**src/rtl/v_chunk_tx_framer_pkg.sv**
```systemverilog
// rtl/v_chunk_tx_framer_pkg.sv - shared frame states, constants and checksum helper for the chunk TX framer
package v_chunk_tx_framer_pkg;

   typedef enum logic [2:0] {
      ST_IDLE = 3'd0,
      ST_SYNC = 3'd1,
      ST_TYPE = 3'd2,
      ST_DATA = 3'd3,
      ST_CSUM = 3'd4,
      ST_ACK  = 3'd5
   } frame_state_e;

   localparam logic [7:0] SYNC_BYTE_DEFAULT = 8'h7E;
   localparam int         FRAME_LEN         = 4;

   // Chunk type codes used by the virtual-peripheral producers
   localparam logic [7:0] CHUNK_TYPE_BUTTONS  = 8'd1;
   localparam logic [7:0] CHUNK_TYPE_LEDS     = 8'd2;
   localparam logic [7:0] CHUNK_TYPE_SWITCHES = 8'd3;
   localparam logic [7:0] CHUNK_TYPE_SEG7     = 8'd4;

   function automatic logic [7:0] frame_csum(input logic [7:0] chunk_type, input logic [7:0] chunk_data);
      return chunk_type ^ chunk_data;
   endfunction

endpackage

```
**src/rtl/v_rr_arbiter.sv**
```systemverilog
// rtl/v_rr_arbiter.sv - combinational round-robin pick: lowest requesting index at or above ptr, wrapping
module v_rr_arbiter #(
   parameter int N     = 4,
   parameter int IDX_W = (N > 1) ? $clog2(N) : 1
) (
   input  logic [N-1:0]     req,
   input  logic [IDX_W-1:0] ptr,
   output logic [N-1:0]     grant,
   output logic [IDX_W-1:0] grant_idx,
   output logic             grant_valid
);

   localparam int CW = IDX_W + 1;

   logic [CW-1:0] cand;

   always_comb begin
      cand        = '0;
      grant_idx   = '0;
      grant_valid = 1'b0;
      for (int off = 0; off < N; off++) begin
         cand = {1'b0, ptr} + CW'(off);
         if (cand >= CW'(N)) begin
            cand = cand - CW'(N);
         end
         if (!grant_valid && req[cand[IDX_W-1:0]]) begin
            grant_valid = 1'b1;
            grant_idx   = cand[IDX_W-1:0];
         end
      end
      grant = grant_valid ? (N'(1) << grant_idx) : '0;
   end

endmodule

```
**src/rtl/v_chunk_tx_framer.sv**
```systemverilog
// rtl/v_chunk_tx_framer.sv - arbitrates chunk producers and serialises SYNC/TYPE/DATA/CSUM frames onto a byte stream
module v_chunk_tx_framer
   import v_chunk_tx_framer_pkg::*;
#(
   parameter int         NUM_SOURCES = 4,
   parameter logic [7:0] SYNC_BYTE   = SYNC_BYTE_DEFAULT
) (
   input  logic                     CLK,
   input  logic                     RST_N,
   input  logic [NUM_SOURCES-1:0]   src_should_update,
   input  logic [8*NUM_SOURCES-1:0] src_chunk_type,
   input  logic [8*NUM_SOURCES-1:0] src_chunk_bytes,
   output logic [NUM_SOURCES-1:0]   src_ack,
   output logic [7:0]               tx_data,
   output logic                     tx_valid,
   input  logic                     tx_ready,
   output logic                     busy
);

   localparam int IDX_W = (NUM_SOURCES > 1) ? $clog2(NUM_SOURCES) : 1;

   frame_state_e     state_q, state_d;
   logic [IDX_W-1:0] ptr_q, ptr_d;
   logic [IDX_W-1:0] grant_q, grant_d;
   logic [7:0]       type_q, type_d;
   logic [7:0]       data_q, data_d;

   logic [NUM_SOURCES-1:0] arb_grant;
   logic [IDX_W-1:0]       arb_idx;
   logic                   arb_valid;

   v_rr_arbiter #(
      .N     (NUM_SOURCES),
      .IDX_W (IDX_W)
   ) u_arb (
      .req         (src_should_update),
      .ptr         (ptr_q),
      .grant       (arb_grant),
      .grant_idx   (arb_idx),
      .grant_valid (arb_valid)
   );

   always_comb begin
      state_d  = state_q;
      ptr_d    = ptr_q;
      grant_d  = grant_q;
      type_d   = type_q;
      data_d   = data_q;
      tx_valid = 1'b0;
      tx_data  = 8'h00;
      src_ack  = '0;
      busy     = (state_q != ST_IDLE);

      case (state_q)
         ST_IDLE: begin
            if (arb_valid) begin
               grant_d = arb_idx;
               // Payload is frozen here so producers may change it freely mid-frame
               for (int i = 0; i < NUM_SOURCES; i++) begin
                  if (arb_grant[i]) begin
                     type_d = src_chunk_type[8*i +: 8];
                     data_d = src_chunk_bytes[8*i +: 8];
                  end
               end
               state_d = ST_SYNC;
            end
         end
         ST_SYNC: begin
            tx_valid = 1'b1;
            tx_data  = SYNC_BYTE;
            if (tx_ready) state_d = ST_TYPE;
         end
         ST_TYPE: begin
            tx_valid = 1'b1;
            tx_data  = type_q;
            if (tx_ready) state_d = ST_DATA;
         end
         ST_DATA: begin
            tx_valid = 1'b1;
            tx_data  = data_q;
            if (tx_ready) state_d = ST_CSUM;
         end
         ST_CSUM: begin
            tx_valid = 1'b1;
            tx_data  = frame_csum(type_q, data_q);
            if (tx_ready) state_d = ST_ACK;
         end
         ST_ACK: begin
            src_ack = NUM_SOURCES'(1) << grant_q;
            ptr_d   = (grant_q == IDX_W'(NUM_SOURCES - 1)) ? '0 : grant_q + 1'b1;
            state_d = ST_IDLE;
         end
         default: state_d = ST_IDLE;
      endcase
   end

   always_ff @(posedge CLK or negedge RST_N) begin
      if (!RST_N) begin
         state_q <= ST_IDLE;
         ptr_q   <= '0;
         grant_q <= '0;
         type_q  <= 8'h00;
         data_q  <= 8'h00;
      end else begin
         state_q <= state_d;
         ptr_q   <= ptr_d;
         grant_q <= grant_d;
         type_q  <= type_d;
         data_q  <= data_d;
      end
   end

endmodule

```
**config.mk**
```make
export PLATFORM = sky130hd
export DESIGN_NAME = v_chunk_tx_framer
export DESIGN_NICKNAME = d
export VERILOG_FILES = /design/src/rtl/v_chunk_tx_framer_pkg.sv /design/src/rtl/v_rr_arbiter.sv /design/src/rtl/v_chunk_tx_framer.sv
export SDC_FILE = /design/constraint.sdc
export NUM_CORES = 1
export LEC_CHECK = 0
export ABC_AREA = 1
export CAP_MARGIN = 20
export CORE_MARGIN = 3
export CORE_UTILIZATION = 41
export CTS_CLUSTER_SIZE = 40
export DETAILED_ROUTE_END_ITERATION = 7
export PLACE_DENSITY = 0.83
export REMOVE_ABC_BUFFERS = 1
export SYNTH_ARGS = -nofsm -noshare
export SYNTH_HDL_FRONTEND = slang
export SYNTH_SLANG_ARGS = --single-unit
```
**constraint.sdc**
```tcl
create_clock -name CLK -period 2 [get_ports CLK]
set_input_delay 0.4 -clock CLK [delete_from_list [all_inputs] [get_ports CLK]]
set_output_delay 0.4 -clock CLK [all_outputs]
set_load 0.1 [all_outputs]
```
Yosys cells after proc, flatten, opt, wreduce, memory -nomap -nowiden
Cells that the tools add are included.
{"block": "word_totals", "ramBits": 0, "memories": 0, "rom_bits": 0, "out_inout_bits": 14, "reg_bits": 23, "latchBits": 0}
{"block": "classes", "shifts": 2, "add_sub_neg": 8, "n_lt_le_gt_ge": 8, "n_bitwise": 1, "reduce_logical": 13, "mux": 39, "eq_ne": 11, "mul": 0, "n_div": 0}
{"op": "$mux W8", "count": 8}
{"op": "$pmux W8 S4", "count": 1}
{"op": "$mux W2", "count": 9}
{"op": "$mux W3", "count": 5}
{"op": "$pmux W3 S5", "count": 1}
{"op": "$lt A2 B3 Y1 const B", "count": 4}
{"op": "$ne A2 B2 Y1 const B", "count": 5}
{"op": "$ge A3 B3 Y1 const B", "count": 3}
{"op": "$mux W1", "count": 9}
{"op": "$bmux W1 S2", "count": 4}
{"op": "$mux W4", "count": 2}
{"op": "$shl A1 B2 Y4 const A", "count": 2}
{"op": "$sub A2 B1 Y2 const B", "count": 4}
{"op": "$xor A8 B8 Y8", "count": 1}
{"op": "$add A2 B2 Y3 const B", "count": 2}
{"op": "$eq A3 B2 Y1 const B", "count": 2}
{"op": "$eq A3 B3 Y1 const B", "count": 2}
{"op": "$reduce_and A5 Y1", "count": 1}
{"op": "$reduce_bool A4 Y1", "count": 1}
{"op": "$reduce_or A4 Y1", "count": 1}
{"op": "$add A2 B1 Y3 const B", "count": 1}
{"op": "$eq A3 B1 Y1 const B", "count": 1}
{"op": "$ge A2 B3 Y1 const B", "count": 1}
{"op": "$logic_and A1 B1 Y1", "count": 3}
{"op": "7 further kinds", "count": 9}

Longest topological paths before layout
Gate-level depths: netlist of the first run.
{"block": "depth", "ltp_word": 20, "ltp_mapped": 18}

Hierarchy
A second synthesis of the first run with hierarchy kept.
{"block": "hier_totals", "hier_cells": 387, "hier_area_um2": 2393.5}
{"mod": "v_chunk_tx_framer", "area_per_inst_um2": 2000.7, "n_inst": 1, "cells_per_inst": 313}
{"mod": "v_rr_arbiter", "area_per_inst_um2": 392.9, "n_inst": 1, "cells_per_inst": 74}

Least setup slack after synthesis of the first run
No wires, ideal clock.
{"block": "synth_timing", "kind": "flip-flop to output port", "start": "reg state_q[0]", "end": "out tx_data[0]", "slack_ps": -1397, "arrival_time_ps": 2997, "t_required_ps": 1600, "path_stages_with_launch": 6, "path_cell_list": "dfrtp_1 nor2_1 inv_1 nor2_1 clkinv_1 o21ai_0"}
{"block": "synth_via", "elab_chain_cells": 2, "word_cells_on_any_way": 5, "classes_between": "4 x eq/ne; 1 x mux"}
{"item": "start: declaration", "line_no": "v_chunk_tx_framer.sv:22", "source": "frame_state_e state_q, state_d;"}
{"item": "start signal: assignment", "line_no": "v_chunk_tx_framer.sv:105", "source": "state_q <= state_d;"}
{"item": "$eq A3 B3 Y1, or another cell as far along", "line_no": "v_chunk_tx_framer.sv:54", "source": "case (state_q)"}
{"item": "$pmux W8 S4 *", "line_no": "v_chunk_tx_framer.sv:54"}
{"item": "end: declaration", "line_no": "v_chunk_tx_framer.sv:14", "source": "output logic [7:0] tx_data,"}
Mark *: on every way between the ends. The rest lies on a longest branch, timed or not.

Final worst setup path of the first run
{"block": "layout_timing", "start": "reg state_q[2]", "end": "out src_ack[2]"}
{"block": "layout_via", "elab_chain_cells": 2}
{"item": "$eq A3 B3 Y1", "line_no": "v_chunk_tx_framer.sv:54"}
{"item": "$mux W4", "line_no": "v_chunk_tx_framer.sv:54"}
{"item": "end: declaration", "line_no": "v_chunk_tx_framer.sv:13", "source": "output logic [NUM_SOURCES-1:0] src_ack,"}
No other way between the ends.

==> results of run 1 <==
kinds of logic after synthesis:
group	after synthesis	share of synthesized area
adders and majority gates	4	0.0224
xor gates and xnor gates	8	0.0313
buffers and inverters	89	0.172
AOI/OAI and AO/OA	51	0.128
and+or+nand+nor	203	0.389
DFF	23	0.257
layout make-up:
type	instances	area share
inverters	76	0.0725
clock inverters	1	0.00114
repair inverters	2	0.00284
repair buffers	133	0.351
multi-input cells	267	0.411
clock buffers	3	0.00938
well taps	70	0.0199
flip-flops and latches	23	0.132
per-stage QoR:
step           TNS [ns]  hold WS [ns]  cells  setup slack (ns)  instance area (µm²)
3_5_place_dp      -7.95         0.522    543            -0.505                 3430
3_3_place_gp      -6.30         0.508    543            -0.374                 3430
5_1_grt           -6.36         0.505    575            -0.276                 4400
4_1_cts          -0.514         0.485    563           -0.0646                 3900
2_1_floorplan    -13.80         0.104    365             -1.40                 2140
6_report          -3.84         0.468    575            -0.247                 4400
per-layer routing:
layer	share of wire	routed length, µm
met3	0.075	767
met1	0.37	3760
met5	0	0
met2	0.50	5150
met4	0.051	523
flip-flops by register name, indices dropped and copies added (netlist names):
signal / cells
grant_q: 2
state_q: 3
data_q: 8
ptr_q: 2
type_q: 8
Yosys cell counts (all sizes together):
cell type  count
xnor2          8
clkinv         1
nand2        140
a22oi          2
nand4          1
a21boi         1
buf           12
nand3         41
inv           75
nor2          18
dfrtp         23
ha             4
o21ai         23
o2111ai        6
nor3           3
clkbuf         1
a21oi         19
final timing paths:
path,start,to,slack [ns],cells past startpoint
worst max-delay path,state_q[2]$_DFFE_PN0P_,src_ack[2],-0.25,6
worst min-delay path,RST_N,type_q[0]$_DFFE_PN0P_,0.47,2
worst max register to register,ptr_q[0]$_DFFE_PN0P_,type_q[5]$_DFFE_PN0P_,-0.16,14
worst min register to register,data_q[7]$_DFFE_PN0P_,data_q[7]$_DFFE_PN0P_,0.55,2
max in group asynchronous,RST_N,ptr_q[1]$_DFFE_PN0P_,1.28,2
min in group CLK,data_q[7]$_DFFE_PN0P_,data_q[7]$_DFFE_PN0P_,0.55,2
timing repair:
item                                    in CTS  in global routing
endpoints found under the setup margin      29                 35
cloned                                       5                  3
resized for setup                           89                102
setup buffers                               11                 11
pin swaps                                   30                 45
endpoints found under the hold margin        0                  0
==> results.ini, run 1 <==
[die]
fp.coreArea_um2=5200
pin_count=85
initial_core_util=0.430
die_y_um=79.8
num_rows=26
die_area_um2=6380
fp.dieW_um=79.8

[grt]
grtUsageTotal=0.252
grt_pass1_vias=2964
grt-ovfl-total=0
antenna_found_initial=0
grtUsageMet2=0.455
grtUsageMet3=0.0305
top_usage_layer=met2
grt_pass1_wl_um=12900
grt_max_degree=24
grtUsageMet1=0.296

[synthesis]
synth_cell_type_count=25
yosysWarnings=0
ys_seq_elements=23
synth_area_per_cell_um2=5.92
synth_area_um2=2240
syn_inst=378
synth_area_leader_cell=dfrtp_1
yosys.area.top_type_share=0.257
ys_top_cells_by_area=dfrtp_1, nand2_1, inv_1, nand3_1, o21ai_0
synth-seq-area-share=0.257

[worst_setup_path]
cp.arrival_ns=1.85
critPathTopFamily=buffers and inverters
max_stage_delay_ns=0.46
cp_max_fo=5
crit_type=reg -> out
cp-end-kind=output port
critPathLaunchType=flop
crit_buf_inv=4
cp_cell_sequence=inv_2, nor3_4, buf_6, clkinvlp_4, nor2_2, buf_12
slowest_stage=dfrtp_2
required_ns=1.60

[sta]
rsz0062_at_grt=yes
setup_viol=31
hold_viol=0
tightest_slew_ns=0.498
finalWorstSetupSlack_ns=-0.247
slew_violations=0
finalCritPeriodShare=1.12
max_slew_margin=0.667
finClkSkew_ns=0.00228
finalCriticalPeriod_ns=2.25
max_freq_ghz=0.445

[status]
violations=negative setup slack
status=finished with violations

[detailed_routing]
wire_per_inst_um=17.7
routed_wl_um=10200
ant_nets=0
via_count=3172
drt-initial-drc-count=305
first_pass_iters=6
drc=0
vias_per_cell=5.52

[cells_and_area]
seq_area_um2=581
antennaDiodeCount=0
post-route-util=0.845
area_growth_pct=96.8
final_cell_mix=nand2_1, clkdlybuf4s50_1, inv_1, buf_4, nand3_1
fin_nets=581
multi_input_comb_area_um2=1810
drive_above_1_share=0.360
nFillCells=282
final_common_cell=nand2_1

[min_path]
hp-class=in -> async

[clocking]
cts_tree=built
cts_htree_levels=1
clockBufferDepth=2
clk_latency_ns=0.28
cts.clk_slew.worst_paths_ns=0.09
cts_made_buffers=3
cts-root-buf=clkbuf_8
cts_hold_buf=0
cts.sinks=23

[placed_design]
gp_congestion=0.810
io_buffers=84
dp.final_hpwl_um=5120

[job]
max-cap-violations=0

Power of run 1 is not shown: default switching activity piles up to over one toggle a cycle in this logic, so the estimate is an artifact.
==> run 2, diff against run 1 <==
--- a/config.mk
+++ b/config.mk
@@ -11,7 +11,7 @@
 export CORE_UTILIZATION = 41
 export CTS_CLUSTER_SIZE = 40
 export DETAILED_ROUTE_END_ITERATION = 7
-export PLACE_DENSITY = 0.83
+export PLACE_DENSITY_LB_ADDON = 0.25
 export REMOVE_ABC_BUFFERS = 1
 export SYNTH_ARGS = -nofsm -noshare
 export SYNTH_HDL_FRONTEND = slang
==> results.ini, run 2 (synthesis gave the netlist of run 1 again) <==
[clocking]
clockBufferDepth=2  ; unchanged
cts_htree_levels=1  ; unchanged
clk_latency_ns=0.26  ; -0.02 ns
cts_tree=built
cts_made_buffers=3  ; unchanged
cts.sinks=23  ; unchanged
cts.clk_slew.worst_paths_ns=0.08  ; about the same
cts-root-buf=clkbuf_8
cts_hold_buf=0  ; unchanged

[worst_setup_path]
r2r_cells=17  ; +3
endpoint=data_q[5]$_DFFE_PN0P_
worstReg2RegEnd=data_q[5]$_DFFE_PN0P_
critPathLaunchType=flop
cp.arrival_ns=2.31  ; +0.46 ns
cp_max_fo=8  ; +3
cp_cell_sequence=buf_6, nand2_1, nand2_1, nand2_1, nand2_2, nor2_4, nand2_2, nor2_4, nor2_4, buf_6, buf_8, nand2_8, nand2_1, nand3_1, nand2_1, nand2_1, nand2_1
required_ns=2.16  ; +0.56 ns
cp-end-kind=flop
r2r_setup_slack_ns=-0.15  ; about the same
max_stage_delay_ns=0.49  ; +0.03 ns
timing.rr.start=ptr_q[0]$_DFFE_PN0P_
crit_type=reg -> reg
cp-startpoint=ptr_q[0]$_DFFE_PN0P_
slowest_stage=dfrtp_2
cpMostUsedCell=nand2_1

[grt]
grtUsageTotal=0.227  ; -0.0248
grtUsageMet3=0.0203  ; -0.0102
grtUsageMet1=0.293  ; -0.00221
top_usage_layer=met2
grt_max_degree=24  ; unchanged
grt_pass1_vias=2624  ; -11%
grt-ovfl-total=0  ; unchanged
antenna_found_initial=0  ; unchanged
grtUsageMet2=0.400  ; -0.0551
grt_pass1_wl_um=11900  ; -8.2%

[sta]
max_freq_ghz=0.466  ; +4.8%
max_slew_margin=0.792  ; +0.126
tightest_slew_ns=0.309  ; -0.189 ns
finalCriticalPeriod_ns=2.15  ; -0.102 ns
setup_tns_ns=-2.92  ; +0.917 ns
finClkSkew_ns=0.000879  ; -0.00140 ns
finalCritPeriodShare=1.07  ; -0.0510
rsz0062_at_grt=yes
finalWorstSetupSlack_ns=-0.145  ; +0.102 ns
setup_viol=34  ; +9.7%
slew_violations=0  ; unchanged
hold_viol=0  ; unchanged

[cells_and_area]
final_common_cell=nand2_1
reg.largest.list=data_q x8, type_q x8, state_q x3
fin_nets=571  ; -1.7%
area_growth_pct=85.8
final_cell_mix=nand2_1, inv_1, clkdlybuf4s50_1, nand3_1, nand2_2
drive_above_1_share=0.307  ; -0.0533
antennaDiodeCount=0  ; unchanged

[detailed_routing]
wire_per_inst_um=13.6  ; -23%
routed_wl_um=7680  ; -25%
drt-initial-drc-count=120  ; -61%
drc=0  ; unchanged
via_count=2844  ; -10%
first_pass_iters=4  ; -2
vias_per_cell=5.03  ; -8.8%
ant_nets=0  ; unchanged

[die]
die_y_um=79.8  ; unchanged
num_rows=26  ; unchanged
fp.dieW_um=79.8  ; unchanged
fp.coreArea_um2=5200  ; unchanged
pin_count=85  ; unchanged
die_area_um2=6380  ; unchanged
initial_core_util=0.430  ; unchanged

[placed_design]
dp.final_hpwl_um=5080  ; -0.79%
gp_congestion=0.877  ; +8.4%
io_buffers=84  ; unchanged

[status]
violations=negative setup slack
status=finished with violations

[job]
max-cap-violations=0  ; unchanged

[min_path]
hp-class=in -> async

run 2: changes by cell type in the layout (fill, tap and decap cells not counted), moves of 3 or more:
cell     delta
a21oi_1    +14
a21oi_2    -12
nand3_2     -8
nand2_2     +7
nand3_1     +6
buf_4       -5
nand2_1     -5
inv_1       +4
buf_6       -3
inv_2       -3
run 2: area by class of cell:
cell class	count	area [µm²]
Multi-Input combinational cell	267	1740
Inverter	76	305
Fill cell	359	1050
Tap cell	70	87.6
Timing Repair inverter	2	12.5
Clock buffer	4	45.0
Sequential cell	23	579
Timing Repair Buffer	123	1380
run 2: layer usage:
layer / vias to the layer above / share of wire
li1: 1401 / -
met2: 126 / 0.53
met5: - / 0
met4: 0 / 0.021
met1: 1297 / 0.40
met3: 20 / 0.051
run 2: per-stage QoR:
step	instances	utilization	hold WS (ns)	instance area (µm²)	worst slack, ns
CTS	564	0.748	0.499	3890	-0.0794
detailed placement	541	0.658	0.509	3420	-0.453
finish	565	0.798	0.486	4150	-0.145
floorplan	365	-	0.104	2140	-1.40
global route	565	0.798	0.507	4150	-0.251
global placement	541	0.658	0.504	3420	-0.381
run 2: worst max-delay path, delay by kind of cell, from the launching register on:
| kind | cells | cell delay [ns] |
|---|---|---|
| AND/OR/NAND/NOR | 14 | 1.12 |
| flip-flops | 1 | 0.49 |
| buffers and inverters | 3 | 0.41 |
run 2: worst min-delay path by stage:
stage                             end  slack, ns
2_1_floorplan   data_q[0]$_DFFE_PN0P_       0.10
3_3_place_gp    type_q[2]$_DFFE_PN0P_       0.50
3_5_place_dp    data_q[5]$_DFFE_PN0P_       0.51
4_1_cts          ptr_q[1]$_DFFE_PN0P_       0.50
5_1_grt        state_q[1]$_DFFE_PN0P_       0.51
6_report       state_q[1]$_DFFE_PN0P_       0.49
run 2: timing repair:
item                                   4_1_cts  5_1_grt
pin swaps                                    6       29
setup endpoints to repair                   26       31
endpoints found under the hold margin        0        0
cloned                                       7        0
resized for setup                           87       68
buffers inserted                            12        3
Power of run 2 is left out for the same reason.
==> run 3, diff against run 2 <==
--- a/config.mk
+++ b/config.mk
@@ -5,12 +5,12 @@
 export SDC_FILE = /design/constraint.sdc
 export NUM_CORES = 1
 export LEC_CHECK = 0
-export ABC_AREA = 1
 export CAP_MARGIN = 20
 export CORE_MARGIN = 3
-export CORE_UTILIZATION = 41
+export CORE_UTILIZATION = 50
 export CTS_CLUSTER_SIZE = 40
 export DETAILED_ROUTE_END_ITERATION = 7
+export DONT_BUFFER_PORTS = 1
 export PLACE_DENSITY_LB_ADDON = 0.25
 export REMOVE_ABC_BUFFERS = 1
 export SYNTH_ARGS = -nofsm -noshare
==> results.ini, run 3 <==
[status]
status=finished, final reports clean

[clocking]
clk_latency_ns=0.27  ; about the same
clockBufferDepth=2  ; unchanged
cts_made_buffers=3  ; unchanged
cts_tree=built
cts-root-buf=clkbuf_8
cts.sinks=23  ; unchanged
cts_htree_levels=1  ; unchanged
cts.clk_slew.worst_paths_ns=0.09  ; about the same

[placed_design]
dp.final_hpwl_um=4350  ; -14%
io_buffers=0  ; -100%
gp_congestion=0.839  ; -4.4%

[synthesis]
ys_top_cells_by_count=dfrtp_1, o22ai_1, nor2_1
ys_seq_elements=23  ; unchanged
synth_area_per_cell_um2=9.02  ; +53%
synth_area_um2=1950  ; -13%
async_reset_ff_frac=1.00  ; unchanged
synth_ff_type=dfrtp_1
synth-seq-area-share=0.295  ; +0.0378
yosys.area.top_type_share=0.295  ; +0.0378
syn_inst=216  ; -43%
synth_area_leader_cell=dfrtp_1
ys_top_cells_by_area=dfrtp_1, mux2_2, o22ai_1, o21a_1, a31oi_1
synth_cell_type_count=37  ; +48%
yosysWarnings=0  ; unchanged
synth_edf_count=0  ; unchanged

[worst_setup_path]
r2r_setup_slack_ns=0.14  ; +0.29 ns
crit_type=reg -> out
cp.arrival_ns=1.59  ; -0.72 ns
cp_max_fo=9  ; +1
cp-end-kind=output port
critPathLaunchType=flop
required_ns=1.60  ; -0.56 ns

[die]
num_rows=22  ; -15%
initial_core_util=0.525  ; +0.0950
die_y_um=68.4  ; -14%
fp.coreArea_um2=3720  ; -29%
die_area_um2=4680  ; -27%
pin_count=85  ; unchanged
fp.dieW_um=68.4  ; -14%

[cells_and_area]
final_cell_mix=nor2_1, dfrtp_1, o22ai_1, o21a_1, mux2_2
final_common_cell=nor2_1
drive_above_1_share=0.380  ; +0.0727
fin_nets=313  ; -45%
area_growth_pct=29.0
antennaDiodeCount=0  ; unchanged
reg.largest.list=data_q x8, type_q x8, state_q x3
nFillCells=300  ; -16%

[sta]
slew_violations=0  ; unchanged
finalCritPeriodShare=0.994  ; -0.0787
finalCriticalPeriod_ns=1.99  ; -0.157 ns
hold_slack_ns=0.229  ; -0.257 ns
rsz0062_at_grt=yes
max_slew_margin=0.626  ; -0.166
finClkSkew_ns=0.00376  ; +0.00288 ns
hold_viol=0  ; unchanged
setup_viol=0  ; -100%
max_freq_ghz=0.503  ; +7.9%
tightest_slew_ns=0.559  ; +0.249 ns

[detailed_routing]
vias_per_cell=6.48  ; +29%
ant_nets=0  ; unchanged
drt-initial-drc-count=215  ; +79%
drc=0  ; unchanged
first_pass_iters=4  ; unchanged
routed_wl_um=6100  ; -21%
via_count=1848  ; -35%
wire_per_inst_um=21.4  ; +57%

[grt]
grt_max_degree=24  ; unchanged
grt_pass1_vias=1988  ; -24%
grt_pass1_wl_um=9260  ; -22%
grtUsageTotal=0.269  ; +0.0423
grt-ovfl-total=0  ; unchanged
antenna_found_initial=0  ; unchanged

[job]
max-cap-violations=0  ; unchanged

[min_path]
hp-class=in -> reg

-- run 3: cell type report --
| class | count | area [µm²] | share of cell area |
|---|---|---|---|
| tap | 48 | 60.1 | 0.0239 |
| clock buffer | 3 | 41.3 | 0.0164 |
| sequential | 23 | 579 | 0.230 |
| timing repair buffer | 34 | 444 | 0.177 |
| inverter | 6 | 22.5 | 0.00896 |
| multi-input combinational | 170 | 1360 | 0.542 |
| clock inverter | 1 | 5.00 | 0.00199 |
-- run 3: worst max-delay path, cell delays in order (launching register included) --
cell and delay, ns:
dfrtp_2 0.43, buf_6 0.18, nand2_1 0.12, nor2_4 0.17, and2_1 0.22, buf_12 0.19
-- run 3: metal layers --
layer	GRT usage	share of wire	vias to the layer above
li1	-	-	831
met1	0.300	0.35	892
met2	0.474	0.53	102
met3	0.0608	0.086	23
met4	0.134	0.029	0
met5	0	0	-
-- run 3: final timing paths --
path	startpoint	end	depth (start not counted)
worst max-delay path	state_q[2]$_DFFE_PN0P_	src_ack[1]	5
worst min-delay path	tx_ready	state_q[0]$_DFFE_PN0P_	1
worst max register to register	state_q[0]$_DFFE_PN0P_	type_q[1]$_DFFE_PN0P_	6
worst min register to register	grant_q[1]$_DFFE_PN0P_	grant_q[1]$_DFFE_PN0P_	2
max in group asynchronous	RST_N	state_q[1]$_DFFE_PN0P_	2
min in group asynchronous	RST_N	data_q[1]$_DFFE_PN0P_	1
-- run 3: kinds of logic after synthesis --
group,after synthesis,share of synthesized area
simple gates,59,0.171
mux,18,0.103
fa+ha+maj,4,0.0257
flops,23,0.295
xor+xnor,11,0.0494
compound gates,77,0.273
buf+inv,24,0.0815
-- run 3: stage by stage --
stage | setup TNS (ns) | worst slack, ns | util | instance area (µm²) | cells
CTS | -0.00305 | -0.00305 | 0.648 | 2410 | 281
detailed placement | 0 | 0.0491 | 0.620 | 2300 | 273
finish | 0 | 0.0120 | 0.677 | 2510 | 285
floorplan | -9.84 | -1.63 | - | 1810 | 198
global placement | 0 | 0.150 | 0.620 | 2300 | 273
global route | -0.126 | -0.0537 | 0.677 | 2510 | 285
-- run 3: timing repair --
action                                  CTS  global route
endpoints found under the setup margin   12            30
hold buffers                              1             0
buffers inserted                          3             2
cloned                                    0             1
endpoints found under the hold margin    23             0
pin swaps                                 1             3
resized for setup                         8            15
Power of run 3 is left out for the same reason.
